## config.mk

```make
export PLATFORM = sky130hd
export DESIGN_NAME = systolic_skew_feeder
export DESIGN_NICKNAME = d
export VERILOG_FILES = /design/src/rtl/systolic_skew_feeder.sv
export SDC_FILE = /design/constraint.sdc
export NUM_CORES = 1
export LEC_CHECK = 0
export CAP_MARGIN = 20
export CORE_UTILIZATION = 44
export CTS_CLUSTER_DIAMETER = 60
export DETAILED_ROUTE_END_ITERATION = 8
export GPL_TIMING_DRIVEN = 0
export PLACE_DENSITY = 0.75
export SLEW_MARGIN = 5
export SYNTH_ARGS = -nofsm -noshare
export SYNTH_HDL_FRONTEND = slang
export SYNTH_SLANG_ARGS = --single-unit
```

## constraint.sdc

```tcl
create_clock -name clk -period 1.6 [get_ports clk]
set_clock_uncertainty 0.2 [all_clocks]
set_input_delay 0.4 -clock clk [delete_from_list [all_inputs] [get_ports clk]]
set_output_delay 0.4 -clock clk [all_outputs]
set_load 0.01 [all_outputs]
```

## src/rtl/systolic_skew_feeder.sv

```systemverilog
// Skewing feeder for an N x N systolic MAC array: lane i is delayed by i extra
// cycles and carries per-lane cal_en / cal_done strobes aligned with its data.

module skew_lane #(
   parameter int W     = 16,
   parameter int DEPTH = 1
) (
   input  logic         clk,
   input  logic         rst_n,
   input  logic [W-1:0] in_data,
   input  logic         in_en,
   input  logic         in_done,
   output logic [W-1:0] out_data,
   output logic         out_en,
   output logic         out_done
);

   logic [DEPTH-1:0][W-1:0] data_pipe;
   logic [DEPTH-1:0]        vld_pipe;
   logic [DEPTH-1:0]        done_pipe;

   always_ff @(posedge clk or negedge rst_n) begin
      if (!rst_n) begin
         data_pipe <= '0;
         vld_pipe  <= '0;
         done_pipe <= '0;
      end else begin
         data_pipe[0] <= in_data;
         vld_pipe[0]  <= in_en;
         done_pipe[0] <= in_done;
         for (int s = 1; s < DEPTH; s++) begin
            data_pipe[s] <= data_pipe[s-1];
            vld_pipe[s]  <= vld_pipe[s-1];
            done_pipe[s] <= done_pipe[s-1];
         end
      end
   end

   assign out_data = vld_pipe[DEPTH-1] ? data_pipe[DEPTH-1] : '0;
   assign out_en   = vld_pipe[DEPTH-1];
   assign out_done = done_pipe[DEPTH-1];

endmodule

module systolic_skew_feeder #(
   parameter int N      = 4,
   parameter int IN_LEN = 8,
   parameter int MAX_K  = 16
) (
   input  logic                  clk,
   input  logic                  sys_rst_n,
   input  logic                  s_valid,
   output logic                  s_ready,
   input  logic                  s_last,
   input  logic [N*IN_LEN-1:0]   s_west,
   input  logic [N*IN_LEN-1:0]   s_north,
   output logic [N*IN_LEN-1:0]   west_out,
   output logic [N*IN_LEN-1:0]   north_out,
   output logic [N-1:0]          lane_cal_en,
   output logic [N-1:0]          lane_cal_done,
   output logic                  busy,
   output logic                  frame_done,
   output logic                  len_err
);

   localparam int KW = $clog2(MAX_K + 1);
   localparam int DW = $clog2(N + 2);

   typedef enum logic [1:0] {IDLE, FEED, DRAIN} state_t;

   state_t        state, state_nx;
   logic [KW-1:0] k, k_nx, k_step;
   logic [DW-1:0] drain_cnt, drain_nx;
   logic          len_err_nx;
   logic          rst_seen;
   logic          accept;
   logic          inject_done;

   assign accept = s_valid & s_ready;
   assign k_step = (state == IDLE) ? KW'(1) : k + KW'(1);

   always_ff @(posedge clk or negedge sys_rst_n) begin
      if (!sys_rst_n) begin
         state     <= IDLE;
         k         <= '0;
         drain_cnt <= '0;
         len_err   <= 1'b0;
         rst_seen  <= 1'b0;
      end else begin
         state     <= state_nx;
         k         <= k_nx;
         drain_cnt <= drain_nx;
         len_err   <= len_err_nx;
         rst_seen  <= 1'b1;
      end
   end

   always_comb begin
      state_nx   = state;
      k_nx       = k;
      drain_nx   = drain_cnt;
      len_err_nx = 1'b0;
      case (state)
         IDLE, FEED: begin
            if (accept) begin
               k_nx = k_step;
               if (s_last || (k_step == KW'(MAX_K))) begin
                  state_nx   = DRAIN;
                  drain_nx   = DW'(N + 1);
                  len_err_nx = !s_last;
               end else begin
                  state_nx = FEED;
               end
            end
         end
         DRAIN: begin
            drain_nx = drain_cnt - DW'(1);
            if (drain_cnt <= DW'(1)) begin
               state_nx = IDLE;
               drain_nx = '0;
               k_nx     = '0;
            end
         end
         default: state_nx = IDLE;
      endcase
   end

   // The done marker rides stage 0 in the first DRAIN cycle, right behind the last beat.
   always_comb begin
      s_ready     = rst_seen && (state != DRAIN);
      busy        = (state != IDLE);
      inject_done = (state == DRAIN) && (drain_cnt == DW'(N + 1));
   end

   for (genvar i = 0; i < N; i++) begin : g_lane
      logic [2*IN_LEN-1:0] lane_in, lane_out;

      assign lane_in = accept ? {s_north[i*IN_LEN +: IN_LEN], s_west[i*IN_LEN +: IN_LEN]} : '0;

      skew_lane #(.W(2*IN_LEN), .DEPTH(i+1)) u_lane (
         .clk      (clk),
         .rst_n    (sys_rst_n),
         .in_data  (lane_in),
         .in_en    (accept),
         .in_done  (inject_done),
         .out_data (lane_out),
         .out_en   (lane_cal_en[i]),
         .out_done (lane_cal_done[i])
      );

      assign west_out[i*IN_LEN +: IN_LEN]  = lane_out[IN_LEN-1:0];
      assign north_out[i*IN_LEN +: IN_LEN] = lane_out[2*IN_LEN-1:IN_LEN];
   end

   assign frame_done = lane_cal_done[N-1];

endmodule

```

### Word level (Yosys, flattened, before mapping)

Cells that the tools add are included.
W data, S select, Z words.

* flip-flop bits (word level): 192
* output and inout port bits: 76

* add/subtract/negate cells: 2
* order comparisons: 1
* equal/unequal tests: 8
* multiplexer cells: 23
* bitwise gates (word level): 1
* reductions and logical operators: 11

Operators with widths (count)
* $mux W16: 8
* $mux W5: 3
* $pmux W5 S2: 1
* $mux W3: 3
* $ne A2 B2 Y1 const B: 4
* $mux W2: 3
* $pmux W3 S2: 1
* $reduce_and A3 Y1: 2
* $add A5 B1 Y5 const B: 1
* $eq A5 B5 Y1 const B: 1
* $pmux W2 S2: 1
* $reduce_bool A2 Y1: 2
* $eq A3 B3 Y1 const B: 1
* $le A3 B1 Y1 const B: 1
* $mux W1: 3
* $sub A3 B1 Y3 const B: 1
* $eq A2 B1 Y1 const B: 1
* $eq A2 B2 Y1 const B: 1
* $logic_and A1 B1 Y1: 2
* $logic_not A2 Y1: 1
* $reduce_and A2 Y1: 1
* $reduce_or A2 Y1: 1
* $and A1 B1 Y1: 1
* $logic_not A1 Y1: 1
* $logic_or A1 B1 Y1: 1

### Depth between registers and ports, before layout

Gate-level depths: netlist (run 1).

* depth after elaboration: 7
* gate-level depth with buffers: 7
* gate-level depth less buffers: 6

### Cells and area by module

Synthesis (run 1) repeated with hierarchy kept, for this count alone.

* cell total of the unflattened synthesis: 392
* area total of the unflattened synthesis: 6175.9 sq um

By module, submodules not included
* skew_lane (g_lane[3].u_lane): times used 1, cells an instance 89, area each 1928.1 sq um
* skew_lane (g_lane[2].u_lane): times used 1, cells an instance 71, area each 1477.7 sq um
* systolic_skew_feeder: times used 1, cells an instance 144, area each 1166.1 sq um
* skew_lane (g_lane[1].u_lane): times used 1, cells an instance 53, area each 1027.2 sq um
* skew_lane (g_lane[0].u_lane): times used 1, cells an instance 35, area each 576.8 sq um

### Worst setup path after synthesis (run 1)

No wires, ideal clock.

* path type: register to register
* start: register k[0]
* end: register drain_cnt[1]
* arrival time: 1331 ps
* required time: 1280 ps
* path slack: -51 ps
* cell stages (with the launch flop): 6
* buffers on the path: 0
* path through: dfrtp_1 ha_1 xor2_1 nor3_4 nand4_2 a41o_1

* cells in the longest elaborated chain, start to end: 6

RTL lines
* start, declared: line 72 `logic [KW-1:0] k, k_nx, k_step;`
* start signal, assigned: line 91 `k <= k_nx;`
* $add A5 B1 Y5: line 80 `assign k_step = (state == IDLE) ? KW'(1) : k + KW'(1);`
* $mux W5: line 80
* $eq A5 B5 Y1: line 107 `if (s_last || (k_step == KW'(MAX_K))) begin`
* $logic_or A1 B1 Y1: line 107
* $ne A2 B2 Y1 (no line)
* $reduce_and A3 Y1 (no line)
* end signal, assigned: line 92 `drain_cnt <= drain_nx;`
* end, declared: line 73 `logic [DW-1:0] drain_cnt, drain_nx;`

Every way passes these cells.
A chain may end at the register's enable or synchronous reset.

### Worst setup path in the final report (run 1)

* start: register g_lane[3].u_lane.vld_pipe[3]
* end: output north_out[30]

* cells in the longest elaborated chain, start to end: 1

RTL lines
* start, declared: line 19 `logic [DEPTH-1:0] vld_pipe;`
* start signal, assigned by index: line 33 `vld_pipe[s] <= vld_pipe[s-1];`
* $mux W16: line 39 `assign out_data = vld_pipe[DEPTH-1] ? data_pipe[DEPTH-1] : '0;`
* end, declared: line 58 `output logic [N*IN_LEN-1:0] north_out,`

Every way passes these cells.

==> results.md, run 1 <==
* Max Transition Viols Final at 0
* Worst R2R Setup Slack at -0.15 ns
* Unrepaired setup endpoints after global routing: yes
* CTS tree: done
* Vias at 3421
* Clock buffer depth at 2
* Peak Freq at 0.5296 GHz
* Req. time, crit path at 1.00 ns
* Tmin final at between 1.5 and 2 ns
* Critical path type: reg2out
* Clock Tree Root: clkbuf_16
* Crit-path slowest cell: dfrtp_1
* Final setup margin at -0.2882 ns
* Die W at roughly 120 um
* Post-synth net total at 455
* Worst Path Arrival at 1.29 ns
* Reg2Reg Capture Point: drain_cnt[1]$_DFFE_PN0P_
* Nature of the critical path startpoint: flip-flop
* Die area at between 10000 and 15000 um^2
* Yosys warns at 0
* Async SR Flop Fraction at 100.0%
* Post-synth top area share at 77.12%
* TritonCTS buffer count at 17
* Int Power at 9.240 mW
* RR Startpoint: k[0]$_DFFE_PN0P_
* Clock power share at 35.6%
* Vias/cell at 4.443
* Row Count at 41
* Vias in the first global route at 3572
* Most common cell after layout, fill and taps aside: dfrtp_1
* Relative slew slack at 59.70%
* Most frequent CP cell: buf_6
* PortBufs at between 100 and 150
* Top FF cell, synth: dfrtp_1
* Syn Area/Cell at 15.21 um^2
* Area contributors post-synth: dfrtp_1 77%, and2_1 14%, buf_4 1.3%
* H-tree Lvls at 4
* Chip Height at 117.2 um
* ANT cells at 0
* Max incr delay on CP at 0.39 ns
* Sequential Power Share at 43.4%
* Nets@finish at 656
* Initial Util at 45.72%
* Dpl cells at 700
* Worst-path clk slew at 0.06 ns
* FF+latch count, synth at 180
* DRC marker count from the first detailed-route iteration at 160
* Final Hold Viols at 53
* Gate Count Post-Synth at around 380
* Clock latency on the worst-skew pair at 0.42 ns
* Post-Route WL at 11.78 mm
* Sw frac at 24.36%
* Most frequent cells in the layout: 173 x dfrtp_1, 108 x and2_4, 86 x buf_6, 66 x clkdlybuf4s50_1, 22 x and2_1
* Core Region at 12770 um^2
* Pre-CTS WS at -0.5512 ns
* Status: finished with violations
* Total power at ~12 mW
* Residual DRC count at 0
* FF-to-FF path depth at 5
* GRT Overall Usage at 18.44%
* GRT Residual Overflow at 0
* Placed cell area at 7537 um^2
* Max-Cap Viols at 0
* Failing checks: hold timing, setup timing
* I/O pins at 144
* DR WL/cell at ~15 um
* Sw Pwr at 2.976 mW
* First-pass GRT wire length at 18.05 mm
* Hold Crit Class: in2async
* Area Growth Syn to Fin at 56.62%
* Setup TNS at -23.57 ns
* Period utilisation layout at 118.0%
* Leakage at ~4.6 nW
* CTS sink count at 180
* Initial antenna violation count at 0
* Crit path max fanout at 5
* Sequential cell area fraction in the yosys report at 77.12%
* Largest net degree at the start of global routing at 128
* Slew @ Worst Pin at 0.6046 ns
* GP Congestion at 0.7770
* Final Non-Filler Cells at 770
* Power per cell area at around 1300 nW/um^2
* Area leader, netlist: dfrtp_1
* CP Cell Sequence: buf_6 -> buf_8 -> and2_4 -> buf_6
* Combinational power share at 20.9%
* Peak VDD IR at 0.0009195 V
* Layout cell share with drive strength beyond 1 at 51.51%
* Crit end category: primary output
* Finished Cell Area at 9148 um^2
* Hold WS at -0.3176 ns
* Hpwl dp at 6.841 mm
* ANT nets after route at 0
* Final setup vio count at ~130
* Drt first pass iters at 4
* Cell variety after synth at 38
* Synthesized area at just under 6000 um^2
* Post-synth EDFFs at 0
==> power groups by stage <==
stage	Combinational [mW]	Sequential (mW)	Clock, mW
after floorplan	0.853	5.28	0
after global placement	1.46	5.33	0
after detailed placement	1.51	5.36	0
after CTS	2.34	5.28	4.43
after global routing	2.74	5.35	4.67
final	2.56	5.31	4.35
==> worst max-delay path by stage <==
stage | start | end | cells after the start
global placement | sys_rst_n | drain_cnt[0]$_DFFE_PN0P_ | 1
CTS | g_lane[3].u_lane.vld_pipe[3]$_DFF_PN0_ | north_out[29] | 4
finish | g_lane[3].u_lane.vld_pipe[3]$_DFF_PN0_ | north_out[30] | 4
global route | g_lane[3].u_lane.vld_pipe[3]$_DFF_PN0_ | west_out[24] | 4
floorplan | drain_cnt[0]$_DFFE_PN0P_ | drain_cnt[0]$_DFFE_PN0P_ | 5
detailed placement | g_lane[3].u_lane.vld_pipe[2]$_DFF_PN0_ | north_out[23] | 3
==> logic make-up after synthesis <==
family	Yosys count	share of synthesized area, %
flip-flops	180	77.12
buffers and inverters	26	2.570
other	1	0.06421
multiplexers	1	0.1928
adder cells (fa/ha/maj)	3	0.6427
AND/OR/NAND/NOR	158	16.99
XOR/XNOR	3	0.5785
AO/OA/AOI/OAI	12	1.842
==> layout make-up <==
type	instances	area, um^2
multi-input cells	178	1580
clock inverters	15	205.2
inverters	5	23.77
well taps	172	215.2
plain buffers	19	252.7
flip-flops and latches	180	4513
clock buffers	17	425.4
repair buffers	184	1932
fillers	799	3626
==> cell usage after synthesis, types with 2 or more instances <==
library cell / count
clkbuf_2: 5
ha_1: 3
nand2_1: 6
clkbuf_1: 4
dfrtp_1: 180
a21oi_1: 2
buf_4: 10
and2_1: 130
nor2_1: 2
nand3_1: 9
xor2_1: 2
inv_1: 5
==> per-stage QoR <==
step | hold slack (ns) | util (%)
finish | -0.3176 | 71.61
global route | -0.3032 | 71.61
CTS | -0.3194 | 69.63
detailed placement | 0.1347 | 59.01
global placement | 0.1311 | 58.75
floorplan | -0.09559 | -
==> critical path, delay by kind of cell (launching register included) <==
family,cells,cell delay [ns]
simple gates,1,0.13
flops,1,0.39
buf+inv,3,0.36
==> repair_timing <==
action / CTS / global route
gates resized for setup: 500 / 86
cloned: 11 / 0
pin swaps: 7 / 3
endpoints found under the hold margin: 53 / 53
setup buffers: 23 / 6
setup endpoints to repair: 132 / 139
==> registers in the layout (all words and copies together) (netlist names) <==
signal                   count
g_lane.u_lane.vld_pipe       4
rst_seen                     1
len_err                      1
g_lane.u_lane.data_pipe    160
k                            5
state                        2
g_lane.u_lane.done_pipe      4
drain_cnt                    3
==> routing by layer <==
metal  global-route usage, %  vias to the layer above  share of wire, %  routed length [um]
met4                   8.439                        0               2.2                 257
met1                   21.85                     1707                39                4570
met5                       0                        -                 0                   0
met2                   31.02                       97                54                6396
li1                        -                     1596                 -                   -
met3                   5.561                       21               4.7                 557
(Power assumes the default switching activity.)
==> run 2: changes to the inputs <==
- ABC_AREA: not set -> 0
- CORE_MARGIN: not set -> 2
==> results.md, run 2 (synthesized netlist as in run 1, its figures left out) <==
* DR WL/cell at 16.27 um (+6.3%)
* Worst Path Arrival at 1.31 ns (+0.02 ns)
* H-tree Lvls at 4 (unchanged)
* Vias in the first global route at 3791 (+6.1%)
* Max reg flops at 160 (unchanged)
* Peak VDD IR at 0.0009712 V (+5.6%)
* Max-Cap Viols at 0 (unchanged)
* Initial Util at 44.64% (-1.1 points)
* Largest net degree at the start of global routing at 117 (-8.6%)
* Initial antenna violation count at 0 (unchanged)
* CP Cell Sequence: buf_6 -> buf_8 -> and2_4 -> buf_6
* GP Congestion at 0.7953 (+2.4%)
* Area Growth Syn to Fin at 58.25%
* PortBufs at 143 (unchanged)
* FF-to-FF path depth at 5 (unchanged)
* Max incr delay on CP at 0.40 ns (about the same)
* Final Hold Viols at 64 (+21%)
* Req. time, crit path at 1.00 ns (about the same)
* ANT cells at 0 (unchanged)
* Fill cell total of the finished layout at 840 (+5.1%)
* Crit end category: primary output
* Slew @ Worst Pin at 0.5437 ns (-0.06088 ns)
* Crit path max fanout at 5 (unchanged)
* Vias at 3509 (+2.6%)
* CTS tree: done
* GRT Residual Overflow at 0 (unchanged)
* DRC marker count from the first detailed-route iteration at 173 (+8.1%)
* Most frequent CP cell: buf_6
* Worst R2R Setup Slack at -0.13 ns (+0.02 ns)
* Period utilisation layout at 119.6% (+1.6 points)
* I/O pins at 144 (unchanged)
* Nature of the critical path startpoint: flip-flop
* Peak Freq at 0.5226 GHz (-1.3%)
* Row Count at 42 (+2.4%)
* Reg2Reg Capture Point: drain_cnt[1]$_DFFE_PN0P_
* Hold WS at -0.2976 ns (+0.02001 ns)
* Placed cell area at 7542 um^2 (about the same)
* Most common cell after layout, fill and taps aside: dfrtp_1
* CTS sink count at 180 (unchanged)
* ANT nets after route at 0 (unchanged)
* RR Startpoint: k[0]$_DFFE_PN0P_
* Unrepaired setup endpoints after global routing: yes
* Final setup vio count at 131 (+3.1%)
* Worst-path clk slew at 0.07 ns (about the same)
* Critical Path Start: g_lane[3].u_lane.vld_pipe[3]$_DFF_PN0_
* Top Registers: g_lane.u_lane.data_pipe x160, k x5
* Final setup margin at -0.3136 ns (-0.02540 ns)
* Hold Crit Class: in2async
* Power per cell area at 1314 nW/um^2 (-1.6%)
* Clock buffer depth at 2 (unchanged)
* Post-Route WL at 12.61 mm (+7.0%)
* Die W at 119.2 um (+1.7%)
* Core Region at 13090 um^2 (+2.4%)
* Status: finished with violations
* Critical path type: reg2out
* Leakage at 4.598 nW (+0.59%)
* Crit-path slowest cell: dfrtp_1
* Most frequent cells in the layout: 172 x dfrtp_1, 121 x and2_4, 96 x buf_6, 66 x clkdlybuf4s50_1
* Drt first pass iters at 4 (unchanged)
* Nets@finish at 657 (+0.15%)
* Residual DRC count at 0 (unchanged)
* Vias/cell at 4.528 (+1.9%)
* Clock latency on the worst-skew pair at 0.43 ns (about the same)
* Finished Cell Area at 9243 um^2 (+1.0%)
* Tmin final at 1.914 ns (+0.02540 ns)
* Die area at 14210 um^2 (+3.4%)
* TritonCTS buffer count at 17 (unchanged)
* Clock Tree Root: clkbuf_16
* Relative slew slack at 63.76% (+4.1 points)
* Layout cell share with drive strength beyond 1 at 54.76% (+3.3 points)
* Reg with most FFs: g_lane.u_lane.data_pipe
* Hpwl dp at 7.181 mm (+5.0%)
* Final core utilization at 70.63% (-0.98 points)
* Chip Height at 119.2 um (+1.7%)
* First-pass GRT wire length at 19.75 mm (+9.4%)
* Failing checks: hold timing, setup timing
* GRT Overall Usage at 18.75% (+0.31 points)
* Max Transition Viols Final at 0 (unchanged)
run 2: worst max path at each step:
stage | endpoint | depth (start not counted)
finish | west_out[30] | 4
global route | north_out[27] | 4
CTS | west_out[31] | 4
detailed placement | west_out[23] | 3
global placement | rst_seen$_DFF_PN0_ | 1
floorplan | drain_cnt[0]$_DFFE_PN0P_ | 5
run 2: worst max-delay path, delay by kind of cell (launching register included):
family,cells,cell delay (ns)
flops,1,0.40
buf+inv,3,0.37
simple gates,1,0.13
run 2: repair_timing:
action,CTS,global route
setup endpoints to repair,131,149
pin swaps,27,13
resized for setup,522,96
cloned,11,0
hold endpoints to repair,64,64
setup buffers,23,9
run 2: through the flow:
stage	worst slack [ns]	hold slack (ns)	cells	total power, mW	TNS (ns)
finish	-0.3136	-0.2976	775	12.14	-20.74
floorplan	0.02485	-0.09559	384	6.131	0
detailed placement	-0.5846	0.1347	704	6.893	-45.01
global route	-0.3688	-0.2607	775	12.64	-27.33
global placement	-6.677	0.1316	703	6.785	-1240.74
CTS	-0.3500	-0.2873	770	11.90	-24.39
run 2: power by group:
| part | leakage, nW | internal (mW) | switching (mW) |
|---|---|---|---|
| logic | 1.89 | 1.67 | 1.08 |
| clock network | 0.292 | 2.28 | 1.79 |
| registers | 2.42 | 5.04 | 0.278 |
| total | 4.60 | 8.99 | 3.15 |
run 2: final cells by class:
type                            count  area, um^2  area share, %
Buffer                             19       255.2          2.762
Clock buffer                       19       452.9          4.900
Clock inverter                     13       147.6          1.597
Inverter                            5       23.77         0.2572
Multi-Input combinational cell    178        1652          17.87
Sequential cell                   180        4514          48.84
Tap cell                          176       220.2          2.383
Timing Repair Buffer              185        1977          21.39
run 2: metal layers:
layer,up-vias,wire [um],GRT usage [%]
li1,1599,-,-
met1,1783,4642,21.02
met2,101,7007,32.79
met3,26,655,5.603
met4,0,301,8.705
met5,-,0,0
==> run 3: changes to the inputs <==
- SKIP_CTS_REPAIR_TIMING: not set -> 1
==> results.md, run 3 (synthesized netlist as in run 1, its figures left out) <==
* Req. time, crit path at 1.00 ns (about the same)
* Post-Route WL at 12.66 mm (+0.39%)
* Crit path max fanout at 6 (+1)
* Clock buffer depth at 2 (unchanged)
* Peak VDD IR at 0.0008782 V (-9.6%)
* Residual DRC count at 0 (unchanged)
* CP Cell Sequence: buf_6 -> nand2b_4 -> and2_4 -> buf_6
* Slew @ Worst Pin at 0.5569 ns (+0.01322 ns)
* Dpl cells at 704 (unchanged)
* Final Hold Viols at 64 (unchanged)
* CTS sink count at 180 (unchanged)
* Die W at 119.2 um (unchanged)
* Row Count at 42 (unchanged)
* Initial Util at 44.64% (unchanged)
* Clock power share at 34.1% (+0.6 points)
* Hold WS at -0.2907 ns (+0.006856 ns)
* Critical path type: reg2out
* Combinational power share at 21.3% (-1.3 points)
* Worst Path Arrival at 1.37 ns (+0.06 ns)
* Most frequent CP cell: buf_6
* ANT cells at 0 (unchanged)
* Die area at 14210 um^2 (unchanged)
* DR WL/cell at 16.44 um (+1.0%)
* Vias/cell at 4.525 (about the same)
* Nature of the critical path startpoint: flip-flop
* Hold Crit Class: in2async
* Core Region at 13090 um^2 (unchanged)
* Vias in the first global route at 3457 (-8.8%)
* Period utilisation layout at 123.4% (+3.8 points)
* Tmin final at 1.975 ns (+0.06105 ns)
* Top Registers: g_lane.u_lane.data_pipe x160, k x5
* PortBufs at 143 (unchanged)
* ANT nets after route at 0 (unchanged)
* H-tree Lvls at 4 (unchanged)
* Final setup vio count at 141 (+7.6%)
* Initial antenna violation count at 0 (unchanged)
* Max Transition Viols Final at 0 (unchanged)
* Failing checks: hold timing, setup timing
* Final core utilization at 69.31% (-1.3 points)
* TritonCTS buffer count at 17 (unchanged)
* First-pass GRT wire length at 17.23 mm (-13%)
* Crit-path slowest cell: dfrtp_1
* Vias at 3484 (-0.71%)
* Area Growth Syn to Fin at 55.27%
* Reg with most FFs: g_lane.u_lane.data_pipe
* Max reg flops at 160 (unchanged)
* CP top delay family: flip-flops
* Sw frac at 25.91% (-0.037 points)
* Hpwl dp at 7.181 mm (unchanged)
* Status: finished with violations
* Clock Tree Root: clkbuf_16
* CTS tree: done
* Sw Pwr at 3.087 mW (-2.0%)
* GRT Residual Overflow at 0 (unchanged)
* Worst R2R Setup Slack at -0.17 ns (-0.04 ns)
* Max-Cap Viols at 0 (unchanged)
* Nets@finish at 652 (-0.76%)
* Unrepaired setup endpoints after global routing: yes
* Layout cell share with drive strength beyond 1 at 50.51% (-4.3 points)
* Chip Height at 119.2 um (unchanged)
* GP Congestion at 0.7953 (unchanged)
* Leakage at 4.532 nW (-1.4%)
* DRC marker count from the first detailed-route iteration at 171 (-1.2%)
* Most frequent cells in the layout: 172 x dfrtp_1, 98 x and2_4, 86 x buf_6, 66 x clkdlybuf4s50_1, 32 x and2_1
* Crit end category: primary output
* Drt first pass iters at 4 (unchanged)
* Buf/Inv on CP at 2 (-1)
* Largest net degree at the start of global routing at 117 (unchanged)
* Relative slew slack at 62.87% (-0.88 points)
* Most common cell after layout, fill and taps aside: dfrtp_1
* I/O pins at 144 (unchanged)
* Max incr delay on CP at 0.39 ns (about the same)
* Final Non-Filler Cells at 770 (-0.65%)
* Sequential Power Share at 44.6% (+0.8 points)
* Int Power at 8.827 mW (-1.8%)
* Power per cell area at 1314 nW/um^2 (about the same)
* Peak Freq at 0.5064 GHz (-3.1%)
* Worst-path clk slew at 0.07 ns (about the same)
* Clock latency on the worst-skew pair at 0.43 ns (about the same)
* Final setup margin at -0.3746 ns (-0.06105 ns)
* GRT Overall Usage at 16.21% (-2.5 points)
## run 3: cell types whose count changed in the layout (fill, tap and decap cells not counted), moves of 2 or more
| cell | delta |
|---|---|
| clkbuf_16 | +5 |
| clkbuf_2 | +17 |
| buf_6 | -10 |
| buf_2 | -6 |
| clkbuf_8 | -2 |
| buf_8 | -10 |
| and2_1 | +23 |
| and2_4 | -23 |
## run 3: layer usage
layer,wire length [um],vias to the layer above,track usage (%)
li1,-,1589,-
met1,4619,1754,17.94
met2,7015,113,27.95
met3,681,28,5.220
met4,340,0,8.333
met5,0,-,0
## run 3: worst register-to-register path, delay by kind of cell, from the launching register on
kind / cells / cell delay [ns]
compound gates: 1 / 0.25
xor+xnor: 1 / 0.16
fa+ha+maj: 1 / 0.21
flops: 1 / 0.45
simple gates: 2 / 0.39
## run 3: power groups by stage
stage | Clock, mW | Sequential, mW | Combinational, mW
detailed placement | 0 | 5.36 | 1.53
global route | 4.34 | 5.36 | 2.70
floorplan | 0 | 5.28 | 0.853
CTS | 4.15 | 5.28 | 1.55
global placement | 0 | 5.33 | 1.46
finish | 4.06 | 5.31 | 2.54
## run 3: per-stage QoR
step	hold slack, ns	cell area (um^2)	setup WS, ns	power, mW	TNS (ns)
after floorplan	-0.09559	5858	0.02485	6.131	0
after global placement	0.1316	7510	-6.677	6.785	-1240.74
after detailed placement	0.1347	7542	-0.5846	6.893	-45.01
after CTS	-0.2873	8143	-1.107	10.98	-67.27
after global routing	-0.2633	9069	-0.4197	12.40	-32.77
final	-0.2907	9069	-0.3746	11.91	-26.04
## run 3: area by class of cell
type / instances / area [um^2]
plain buffers: 20 / 250.2
clock buffers: 19 / 452.9
clock inverters: 13 / 147.6
fillers: 899 / 4016
inverters: 5 / 21.27
multi-input cells: 178 / 1598
flip-flops and latches: 180 / 4514
well taps: 176 / 220.2
repair buffers: 179 / 1864
## run 3: path summary, 6_finish.rpt
| check | depth (start not counted) | endpoint | from |
|---|---|---|---|
| max in group asynchronous | 2 | state[1]$_DFFE_PN0P_ | sys_rst_n |
| min in group clk | 0 | g_lane[2].u_lane.data_pipe[32]$_DFF_PN0_ | g_lane[2].u_lane.data_pipe[16]$_DFF_PN0_ |
| setup / recovery | 4 | s_ready | state[0]$_DFFE_PN0P_ |
| hold / removal | 1 | g_lane[2].u_lane.data_pipe[21]$_DFF_PN0_ | sys_rst_n |
| setup reg to reg | 5 | drain_cnt[1]$_DFFE_PN0P_ | k[1]$_DFFE_PN0P_ |
| hold reg to reg | 0 | g_lane[2].u_lane.data_pipe[32]$_DFF_PN0_ | g_lane[2].u_lane.data_pipe[16]$_DFF_PN0_ |
